**src/rtl/fp_pkg.sv**
```systemverilog
// Shared floating-point helpers: operand classes, bias, canonical NaN and field extraction.
// Reused by the multiplier, adder and comparator; widths are passed in as arguments.
package fp_pkg;

  typedef enum logic [1:0] {
    FP_ZERO = 2'd0,
    FP_NORM = 2'd1,
    FP_INF  = 2'd2,
    FP_NAN  = 2'd3
  } fp_class_t;

  localparam int FP_MAX_W = 64;
  typedef logic [FP_MAX_W-1:0] fp_word_t;

  function automatic int fp_bias(input int exp_w);
    return (1 << (exp_w - 1)) - 1;
  endfunction

  function automatic fp_word_t fp_ones(input int n);
    return (fp_word_t'(1) << n) - fp_word_t'(1);
  endfunction

  // Sign 0, exponent all-ones, mantissa MSB set.
  function automatic fp_word_t fp_canon_nan(input int exp_w, input int mant_w);
    return (fp_ones(exp_w) << mant_w) | (fp_word_t'(1) << (mant_w - 1));
  endfunction

  function automatic fp_word_t fp_exp_field(input fp_word_t w, input int exp_w, input int mant_w);
    return (w >> mant_w) & fp_ones(exp_w);
  endfunction

  function automatic fp_word_t fp_mant_field(input fp_word_t w, input int mant_w);
    return w & fp_ones(mant_w);
  endfunction

  function automatic logic fp_sign(input fp_word_t w, input int exp_w, input int mant_w);
    return w[exp_w + mant_w];
  endfunction

  // Zero exponent flushes denormals to zero regardless of mantissa.
  function automatic fp_class_t fp_classify(input fp_word_t e, input fp_word_t m, input int exp_w);
    if (e == '0) return FP_ZERO;
    if (e == fp_ones(exp_w)) return (m == '0) ? FP_INF : FP_NAN;
    return FP_NORM;
  endfunction

endpackage

```
**src/rtl/fp_mult_pipe_if.sv**
```systemverilog
// Operand/result bundle of the pipelined multiplier; master drives operands, slave returns products.
interface fp_mult_pipe_if #(
  parameter int EXP  = 8,
  parameter int MANT = 9
);
  localparam int WIDTH = 1 + EXP + MANT;

  logic             data_valid;
  logic [WIDTH-1:0] dataa;
  logic [WIDTH-1:0] datab;
  logic             result_valid;
  logic [WIDTH-1:0] result;

  modport master (
    output data_valid, dataa, datab,
    input  result_valid, result
  );

  modport slave (
    input  data_valid, dataa, datab,
    output result_valid, result
  );
endinterface

```
**src/rtl/fp_round_ne.sv**
```systemverilog
// Round-to-nearest-even of a normalized stored mantissa from its guard and sticky bits.
// A carry means the significand reached 2.0 and the caller must renormalize.
module fp_round_ne #(
  parameter int MANT = 9
) (
  input  logic [MANT-1:0] i_mant,
  input  logic            i_guard,
  input  logic            i_sticky,
  output logic [MANT-1:0] o_mant,
  output logic            o_carry
);
  logic w_up;

  assign w_up = i_guard & (i_sticky | i_mant[0]);
  assign {o_carry, o_mant} = {1'b0, i_mant} + {{MANT{1'b0}}, w_up};
endmodule

```
**src/rtl/fp_mult_pipe.sv**
```systemverilog
// Pipelined floating-point multiplier: operand capture, then multiply, round and pack stages.
// Products leave exactly three edges after the operands are sampled, with a matching valid flag.
module fp_mult_pipe
  import fp_pkg::*;
#(
  parameter int EXP  = 8,
  parameter int MANT = 9
) (
  input  logic          clock,
  input  logic          clock_sreset,
  fp_mult_pipe_if.slave io_bus
);
  localparam int WIDTH = 1 + EXP + MANT;
  localparam int PW    = 2 * MANT + 2;
  localparam int EW    = EXP + 2;
  localparam logic signed [EW-1:0] BIAS      = EW'(fp_bias(EXP));
  localparam logic signed [EW-1:0] EXP_MAX   = EW'((1 << EXP) - 1);
  localparam logic signed [EW-1:0] EXP_ZERO  = '0;
  localparam logic [WIDTH-1:0]     QNAN      = WIDTH'(fp_canon_nan(EXP, MANT));

  logic             r_vld_p0;
  logic [WIDTH-1:0] r_a_p0;
  logic [WIDTH-1:0] r_b_p0;

  always_ff @(posedge clock) begin
    if (clock_sreset) begin
      r_vld_p0 <= 1'b0;
      r_a_p0   <= '0;
      r_b_p0   <= '0;
    end else begin
      r_vld_p0 <= io_bus.data_valid;
      if (io_bus.data_valid) begin
        r_a_p0 <= io_bus.dataa;
        r_b_p0 <= io_bus.datab;
      end
    end
  end

  // S1: unpack, classify, exponent sum, mantissa multiply
  logic [EXP-1:0]        w_ea_p0, w_eb_p0;
  logic [MANT-1:0]       w_ma_p0, w_mb_p0;
  fp_class_t             w_cls_a_p0, w_cls_b_p0;
  logic                  w_sign_p0;
  logic signed [EW-1:0]  w_exp_p0;
  logic [PW-1:0]         w_prod_p0;

  assign w_ea_p0    = EXP'(fp_exp_field(fp_word_t'(r_a_p0), EXP, MANT));
  assign w_eb_p0    = EXP'(fp_exp_field(fp_word_t'(r_b_p0), EXP, MANT));
  assign w_ma_p0    = MANT'(fp_mant_field(fp_word_t'(r_a_p0), MANT));
  assign w_mb_p0    = MANT'(fp_mant_field(fp_word_t'(r_b_p0), MANT));
  assign w_cls_a_p0 = fp_classify(fp_word_t'(w_ea_p0), fp_word_t'(w_ma_p0), EXP);
  assign w_cls_b_p0 = fp_classify(fp_word_t'(w_eb_p0), fp_word_t'(w_mb_p0), EXP);
  assign w_sign_p0  = fp_sign(fp_word_t'(r_a_p0), EXP, MANT) ^ fp_sign(fp_word_t'(r_b_p0), EXP, MANT);
  assign w_exp_p0   = $signed({2'b00, w_ea_p0}) + $signed({2'b00, w_eb_p0}) - BIAS;
  assign w_prod_p0  = PW'({1'b1, w_ma_p0}) * PW'({1'b1, w_mb_p0});

  logic                 r_vld_p1;
  logic                 r_sign_p1;
  fp_class_t            r_cls_a_p1, r_cls_b_p1;
  logic signed [EW-1:0] r_exp_p1;
  logic [PW-1:0]        r_prod_p1;

  always_ff @(posedge clock) begin
    if (clock_sreset) begin
      r_vld_p1   <= 1'b0;
      r_sign_p1  <= 1'b0;
      r_cls_a_p1 <= FP_ZERO;
      r_cls_b_p1 <= FP_ZERO;
      r_exp_p1   <= '0;
      r_prod_p1  <= '0;
    end else begin
      r_vld_p1 <= r_vld_p0;
      if (r_vld_p0) begin
        r_sign_p1  <= w_sign_p0;
        r_cls_a_p1 <= w_cls_a_p0;
        r_cls_b_p1 <= w_cls_b_p0;
        r_exp_p1   <= w_exp_p0;
        r_prod_p1  <= w_prod_p0;
      end
    end
  end

  // S2: normalize to a leading one, extract guard/sticky, round
  logic                 w_msb_p1;
  logic [MANT-1:0]      w_mant_p1;
  logic                 w_guard_p1, w_sticky_p1;
  logic signed [EW-1:0] w_exp_p1;
  logic [MANT-1:0]      w_mant_rnd_p1;
  logic                 w_carry_p1;

  assign w_msb_p1    = r_prod_p1[PW-1];
  assign w_mant_p1   = w_msb_p1 ? r_prod_p1[PW-2 -: MANT] : r_prod_p1[PW-3 -: MANT];
  assign w_guard_p1  = w_msb_p1 ? r_prod_p1[MANT] : r_prod_p1[MANT-1];
  assign w_sticky_p1 = w_msb_p1 ? (|r_prod_p1[MANT-1:0]) : (|r_prod_p1[MANT-2:0]);
  assign w_exp_p1    = r_exp_p1 + $signed({{(EW-1){1'b0}}, w_msb_p1});

  fp_round_ne #(.MANT(MANT)) u_round (
    .i_mant   (w_mant_p1),
    .i_guard  (w_guard_p1),
    .i_sticky (w_sticky_p1),
    .o_mant   (w_mant_rnd_p1),
    .o_carry  (w_carry_p1)
  );

  logic                 r_vld_p2;
  logic                 r_sign_p2;
  fp_class_t            r_cls_a_p2, r_cls_b_p2;
  logic signed [EW-1:0] r_exp_p2;
  logic [MANT-1:0]      r_mant_p2;
  logic                 r_carry_p2;

  always_ff @(posedge clock) begin
    if (clock_sreset) begin
      r_vld_p2   <= 1'b0;
      r_sign_p2  <= 1'b0;
      r_cls_a_p2 <= FP_ZERO;
      r_cls_b_p2 <= FP_ZERO;
      r_exp_p2   <= '0;
      r_mant_p2  <= '0;
      r_carry_p2 <= 1'b0;
    end else begin
      r_vld_p2 <= r_vld_p1;
      if (r_vld_p1) begin
        r_sign_p2  <= r_sign_p1;
        r_cls_a_p2 <= r_cls_a_p1;
        r_cls_b_p2 <= r_cls_b_p1;
        r_exp_p2   <= w_exp_p1;
        r_mant_p2  <= w_mant_rnd_p1;
        r_carry_p2 <= w_carry_p1;
      end
    end
  end

  // S3: renormalize, range check, special override, pack
  logic signed [EW-1:0] w_exp_p2;
  logic [MANT-1:0]      w_mant_p2;
  logic                 w_nan_p2, w_inf_p2, w_zero_p2;
  logic [WIDTH-1:0]     w_res_p2;

  assign w_exp_p2  = r_exp_p2 + $signed({{(EW-1){1'b0}}, r_carry_p2});
  assign w_mant_p2 = r_carry_p2 ? '0 : r_mant_p2;
  assign w_inf_p2  = (r_cls_a_p2 == FP_INF) || (r_cls_b_p2 == FP_INF);
  assign w_zero_p2 = (r_cls_a_p2 == FP_ZERO) || (r_cls_b_p2 == FP_ZERO);
  assign w_nan_p2  = (r_cls_a_p2 == FP_NAN) || (r_cls_b_p2 == FP_NAN) || (w_inf_p2 && w_zero_p2);

  always_comb begin
    w_res_p2 = {r_sign_p2, w_exp_p2[EXP-1:0], w_mant_p2};
    if (w_nan_p2)
      w_res_p2 = QNAN;
    else if (w_inf_p2 || (w_exp_p2 >= EXP_MAX))
      w_res_p2 = {r_sign_p2, {EXP{1'b1}}, {MANT{1'b0}}};
    else if (w_zero_p2 || (w_exp_p2 <= EXP_ZERO))
      w_res_p2 = {r_sign_p2, {(EXP + MANT){1'b0}}};
  end

  logic             r_result_valid;
  logic [WIDTH-1:0] r_result;

  always_ff @(posedge clock) begin
    if (clock_sreset) begin
      r_result_valid <= 1'b0;
      r_result       <= '0;
    end else begin
      r_result_valid <= r_vld_p2;
      if (r_vld_p2) r_result <= w_res_p2;
    end
  end

  assign io_bus.result_valid = r_result_valid;
  assign io_bus.result       = r_result;

endmodule

```
**src/flat_wrapper.sv**
```systemverilog
// flat-port wrapper written by rule: the top's interface ports become plain ports
module fp_mult_pipe_flat import fp_pkg::*;
#(
  parameter int EXP  = 8,
  parameter int MANT = 9
)
  (clock, clock_sreset, io_bus_data_valid, io_bus_dataa, io_bus_datab, io_bus_result_valid, io_bus_result);
  fp_mult_pipe_if #(.EXP(EXP), .MANT(MANT)) io_bus_i ();
  input  logic clock;
  input  logic clock_sreset;
  input wire logic [$bits(io_bus_i.data_valid)-1:0] io_bus_data_valid;
  input wire logic [$bits(io_bus_i.dataa)-1:0] io_bus_dataa;
  input wire logic [$bits(io_bus_i.datab)-1:0] io_bus_datab;
  output wire logic [$bits(io_bus_i.result_valid)-1:0] io_bus_result_valid;
  output wire logic [$bits(io_bus_i.result)-1:0] io_bus_result;
  assign io_bus_i.data_valid = io_bus_data_valid;
  assign io_bus_i.dataa = io_bus_dataa;
  assign io_bus_i.datab = io_bus_datab;
  assign io_bus_result_valid = io_bus_i.result_valid;
  assign io_bus_result = io_bus_i.result;
  fp_mult_pipe #(.EXP(EXP), .MANT(MANT)) u_core (.clock(clock), .clock_sreset(clock_sreset), .io_bus(io_bus_i));
endmodule
```
**config.mk**
```make
export PLATFORM = sky130hd
export DESIGN_NAME = fp_mult_pipe_flat
export DESIGN_NICKNAME = d
export VERILOG_FILES = /design/src/rtl/fp_pkg.sv /design/src/rtl/fp_mult_pipe_if.sv /design/src/rtl/fp_round_ne.sv /design/src/rtl/fp_mult_pipe.sv /design/src/flat_wrapper.sv
export SDC_FILE = /design/constraint.sdc
export NUM_CORES = 1
export LEC_CHECK = 0
export CAP_MARGIN = 20
export CORE_ASPECT_RATIO = 1.5
export CORE_MARGIN = 8
export CORE_UTILIZATION = 55
export CTS_BUF_LIST = sky130_fd_sc_hd__clkbuf_8
export DETAILED_ROUTE_END_ITERATION = 8
export MAX_ROUTING_LAYER = met4
export PLACE_DENSITY = 0.75
export SETUP_SLACK_MARGIN = 0.15
export SLEW_MARGIN = 20
export SYNTH_ARGS = -nofsm -noshare
export SYNTH_HDL_FRONTEND = slang
export SYNTH_SLANG_ARGS = --single-unit
```
**constraint.sdc**
```tcl
create_clock -name clock -period 11.6 [get_ports clock]
set_input_delay 1.16 -clock clock [delete_from_list [all_inputs] [get_ports clock]]
set_output_delay 1.16 -clock clock [all_outputs]
set_load 0.01 [all_outputs]
```
==> flow_metrics.tcl <==
set metrics [dict create \
    ant_nets 0 \
    finalSetupTns_ns 0 \
    hpwl_um 14900 \
    rsz0062_at_grt "no" \
    num_vias 6701 \
    synth-main-ff-cell "dfxtp_1" \
    r2r-start "u_core.r_b_p0[3]$_SDFFE_PP0P_" \
    placed_cells 1192 \
    dr.pass1.iters 4 \
    synth_compound_area_frac 0.109 \
    drc 0 \
    clkSlewWorstSetupHoldPaths_ns 0.07 \
    ys_seq_elements 118 \
    wirelength_um 18900 \
    antenna_cells 0 \
    synth_warnings 0 \
    post-route-min-period_ns 5.37 \
    cp_data_arrival_time_ns 5.67 \
    synth_edf_count 0 \
    initial_core_util 0.561 \
    cp_cell_sequence "nand2_1, fa_1, inv_1, fa_1, ha_1, fa_1, inv_1, fa_1, inv_1, ha_1, a21o_1, a21o_1, o31a_1, a32o_1, a2111oi_0, o31ai_1" \
    routedWlPerCell_um 15.5 \
    cp_max_fo 12 \
    grt_max_degree 62 \
    worst_setup_path_start_kind "register" \
    yosysUniqueCellTypes 65 \
    power_mw 1.01 \
    cts_resized 0 \
    die_y_um 171 \
    synth-simple-area-share 0.187 \
    crit_slowest_cell "dfxtp_1" \
    clkLatencyLatePin_ns 0.43 \
    synth_nets 1150 \
    slew_headroom 0.355 \
    leakage_nw 4.30 \
    synthAdderAreaFrac 0.241 \
    syn_area_um2 8760 \
    hold_viol_final 0 \
    cts-root-buf "clkbuf_8" \
    syn_inst 980 \
    track_usage 0.199 \
    die_width_um 119 \
    post_cts_buffers 0 \
    coreArea_um2 15600 \
    syn_avg_cell_area_um2 8.94 \
    crit_path_end_kind "register" \
    critPathMostFrequentCell "fa_1" \
    critical_path_class "register to register" \
    antenna_found_initial 0 \
    instances_no_fill 1222 \
    finClkSkew_ns 0.0136 \
    gp_congestion 0.941 \
    rr_worst_depth 16 \
    dieArea_um2 20300 \
    drive_above_1_share 0.0540 \
    holdWs_ns 0.460 \
    synthMuxAreaShare 0.0804 \
    worstPathRequired_ns 11.90 \
    rows 56 \
    synthToLayoutAreaGrowth_pct 11.6 \
    final_cell_mix "nor2_1, dfxtp_1, inv_1, nand2_1, ha_1" \
    cts_tree "done" \
    h-tree-depth 4 \
    fin_util 0.626 \
    slew_violations 0 \
    synth-async-reset-ratio 0 \
    clock-sinks 118 \
    irDropWorstVdd_uv 60.7 \
    r2r_setup_slack_ns 6.23 \
    synth_xor_area_frac 0.0475 \
    hp-start "u_core.r_prod_p1[18]$_SDFFE_PP0P_" \
    maxCapViolCount 0 \
    synth_top_family_by_area "adder cells" \
    fin_crit_sh 0.463 \
    min_path_cells 2 \
    max_freq_ghz 0.186 \
    grt_pass1_vias 6913 \
    hold_buffers 0 \
    status "finished clean" \
    cts_buffer_depth 2 \
    top_level_ports 58 \
    p_per_area_nw_per_um2 104 \
    seq_area_frac_synth 0.270 \
    fin_nets 1178 \
    whs_endpoint "u_core.r_prod_p1[18]$_SDFFE_PP0P_" \
    gr-total-overflow 0 \
    setup_violations 0 \
    r2r-end "u_core.r_prod_p1[17]$_SDFFE_PP0P_" \
    cts_buffers 17 \
    final_common_cell "nor2_1" \
    hold_class "register to register" \
    drt_iter0_drc 298 \
    numPortBuffers 57 \
    tightest_slew_ns 0.963 \
    via_per_inst 5.48 \
    cpPeakStageDelay_ns 0.58 \
    grt_pass1_wl_um 32400 \
]
[cell type report]
cell class | instances | area, µm²
fillers | 1347 | 5850
multi-input cells | 711 | 5820
flip-flops and latches | 118 | 2360
repair buffers | 61 | 596
inverters | 99 | 372
clock buffers | 19 | 262
well taps | 203 | 254
clock inverters | 11 | 111
[flip-flops by register name, indices dropped and copies added (netlist names)]
name,count
u_core.r_b_p0,18
u_core.r_sign_p2,1
u_core.r_carry_p2,1
u_core.r_a_p0,18
u_core.r_exp_p1,10
u_core.r_vld_p1,1
u_core.r_mant_p2,9
u_core.r_sign_p1,1
u_core.r_vld_p0,1
u_core.io_bus.result_valid,1
u_core.r_cls_a_p2,2
u_core.r_cls_b_p2,2
u_core.r_prod_p1,20
u_core.r_exp_p2,10
u_core.r_cls_a_p1,2
u_core.r_cls_b_p1,2
u_core.r_vld_p2,1
u_core.io_bus.result,18
[how the worst max path moves through the flow]
| stage | startpoint | to | slack [ns] | cells past startpoint |
|---|---|---|---|---|
| 6_report | u_core.r_b_p0[3]$_SDFFE_PP0P_ | u_core.r_prod_p1[17]$_SDFFE_PP0P_ | 6.23 | 16 |
| 3_3_place_gp | u_core.r_b_p0[3]$_SDFFE_PP0P_ | u_core.r_prod_p1[17]$_SDFFE_PP0P_ | 6.35 | 16 |
| 5_1_grt | u_core.r_b_p0[3]$_SDFFE_PP0P_ | u_core.r_prod_p1[17]$_SDFFE_PP0P_ | 5.93 | 16 |
| 4_1_cts | u_core.r_b_p0[3]$_SDFFE_PP0P_ | u_core.r_prod_p1[17]$_SDFFE_PP0P_ | 6.25 | 16 |
| 2_1_floorplan | u_core.r_b_p0[3]$_SDFFE_PP0P_ | u_core.r_prod_p1[19]$_SDFFE_PP0P_ | 6.50 | 17 |
| 3_5_place_dp | u_core.r_b_p0[3]$_SDFFE_PP0P_ | u_core.r_prod_p1[17]$_SDFFE_PP0P_ | 6.27 | 16 |
[synth_stat cells, types with 5 or more instances]
| master | count | area [µm²] |
|---|---|---|
| a22o_1 | 6 | 52.6 |
| a211oi_1 | 23 | 173 |
| inv_1 | 99 | 372 |
| nor4_1 | 10 | 62.6 |
| clkbuf_1 | 43 | 161 |
| ha_1 | 68 | 851 |
| a211oi_2 | 8 | 100 |
| and3_1 | 8 | 50.1 |
| nor3_1 | 16 | 80.1 |
| o21ai_0 | 17 | 85.1 |
| nand2b_1 | 15 | 93.8 |
| xor2_1 | 18 | 158 |
| nor2_1 | 123 | 462 |
| dfxtp_1 | 118 | 2360 |
| o21a_1 | 6 | 45.0 |
| nand3_1 | 15 | 75.1 |
| xnor2_1 | 27 | 236 |
| o32ai_1 | 7 | 61.3 |
| fa_1 | 63 | 1260 |
| nand4_1 | 9 | 56.3 |
| nor2b_1 | 13 | 81.3 |
| a31oi_1 | 11 | 68.8 |
| mux2i_1 | 67 | 671 |
| nand2_1 | 79 | 297 |
| a21oi_1 | 17 | 85.1 |
| a21o_1 | 5 | 37.5 |
| nor3b_1 | 6 | 45.0 |
| and2_1 | 29 | 181 |
[cells by family after synthesis]
family                   after synthesis
buffers and inverters                151
XOR/XNOR                              46
flip-flops                           118
AND/OR/NAND/NOR                      338
adder cells (fa/ha/maj)              131
multiplexers                          70
AO/OA/AOI/OAI                        126
[stage by stage]
stage	setup WS, ns	cell area, µm²
after global placement	6.35	9400
after CTS	6.25	9780
after floorplan	6.50	8760
after global routing	5.93	9780
after detailed placement	6.27	9400
final	6.23	9780
[power breakdown]
| part | switching [mW] | leakage [nW] | total (mW) | internal [mW] |
|---|---|---|---|---|
| Sequential | 0.0305 | 0.964 | 0.455 | 0.425 |
| Clock | 0.164 | 0.196 | 0.361 | 0.197 |
| Combinational | 0.105 | 3.14 | 0.198 | 0.0933 |
| Total | 0.299 | 4.30 | 1.01 | 0.715 |
[routing by layer]
layer | part of all wire | track usage | vias to the layer above
met5 | 0 | - | -
met4 | 0.025 | 0.0817 | 0
met3 | 0.027 | 0.0297 | 33
met2 | 0.53 | 0.366 | 115
met1 | 0.42 | 0.209 | 3197
li1 | - | - | 3356
[worst max-delay path: cells and delay by family (launching register included)]
| family | cells | cell delay, ns |
|---|---|---|
| flip-flops | 1 | 0.58 |
| AO/OA/AOI/OAI | 6 | 1.60 |
| buffers and inverters | 3 | 0.15 |
| adder cells (fa/ha/maj) | 6 | 2.77 |
| AND/OR/NAND/NOR | 1 | 0.14 |
No activity file was read; power rests on OpenSTA's default activity.
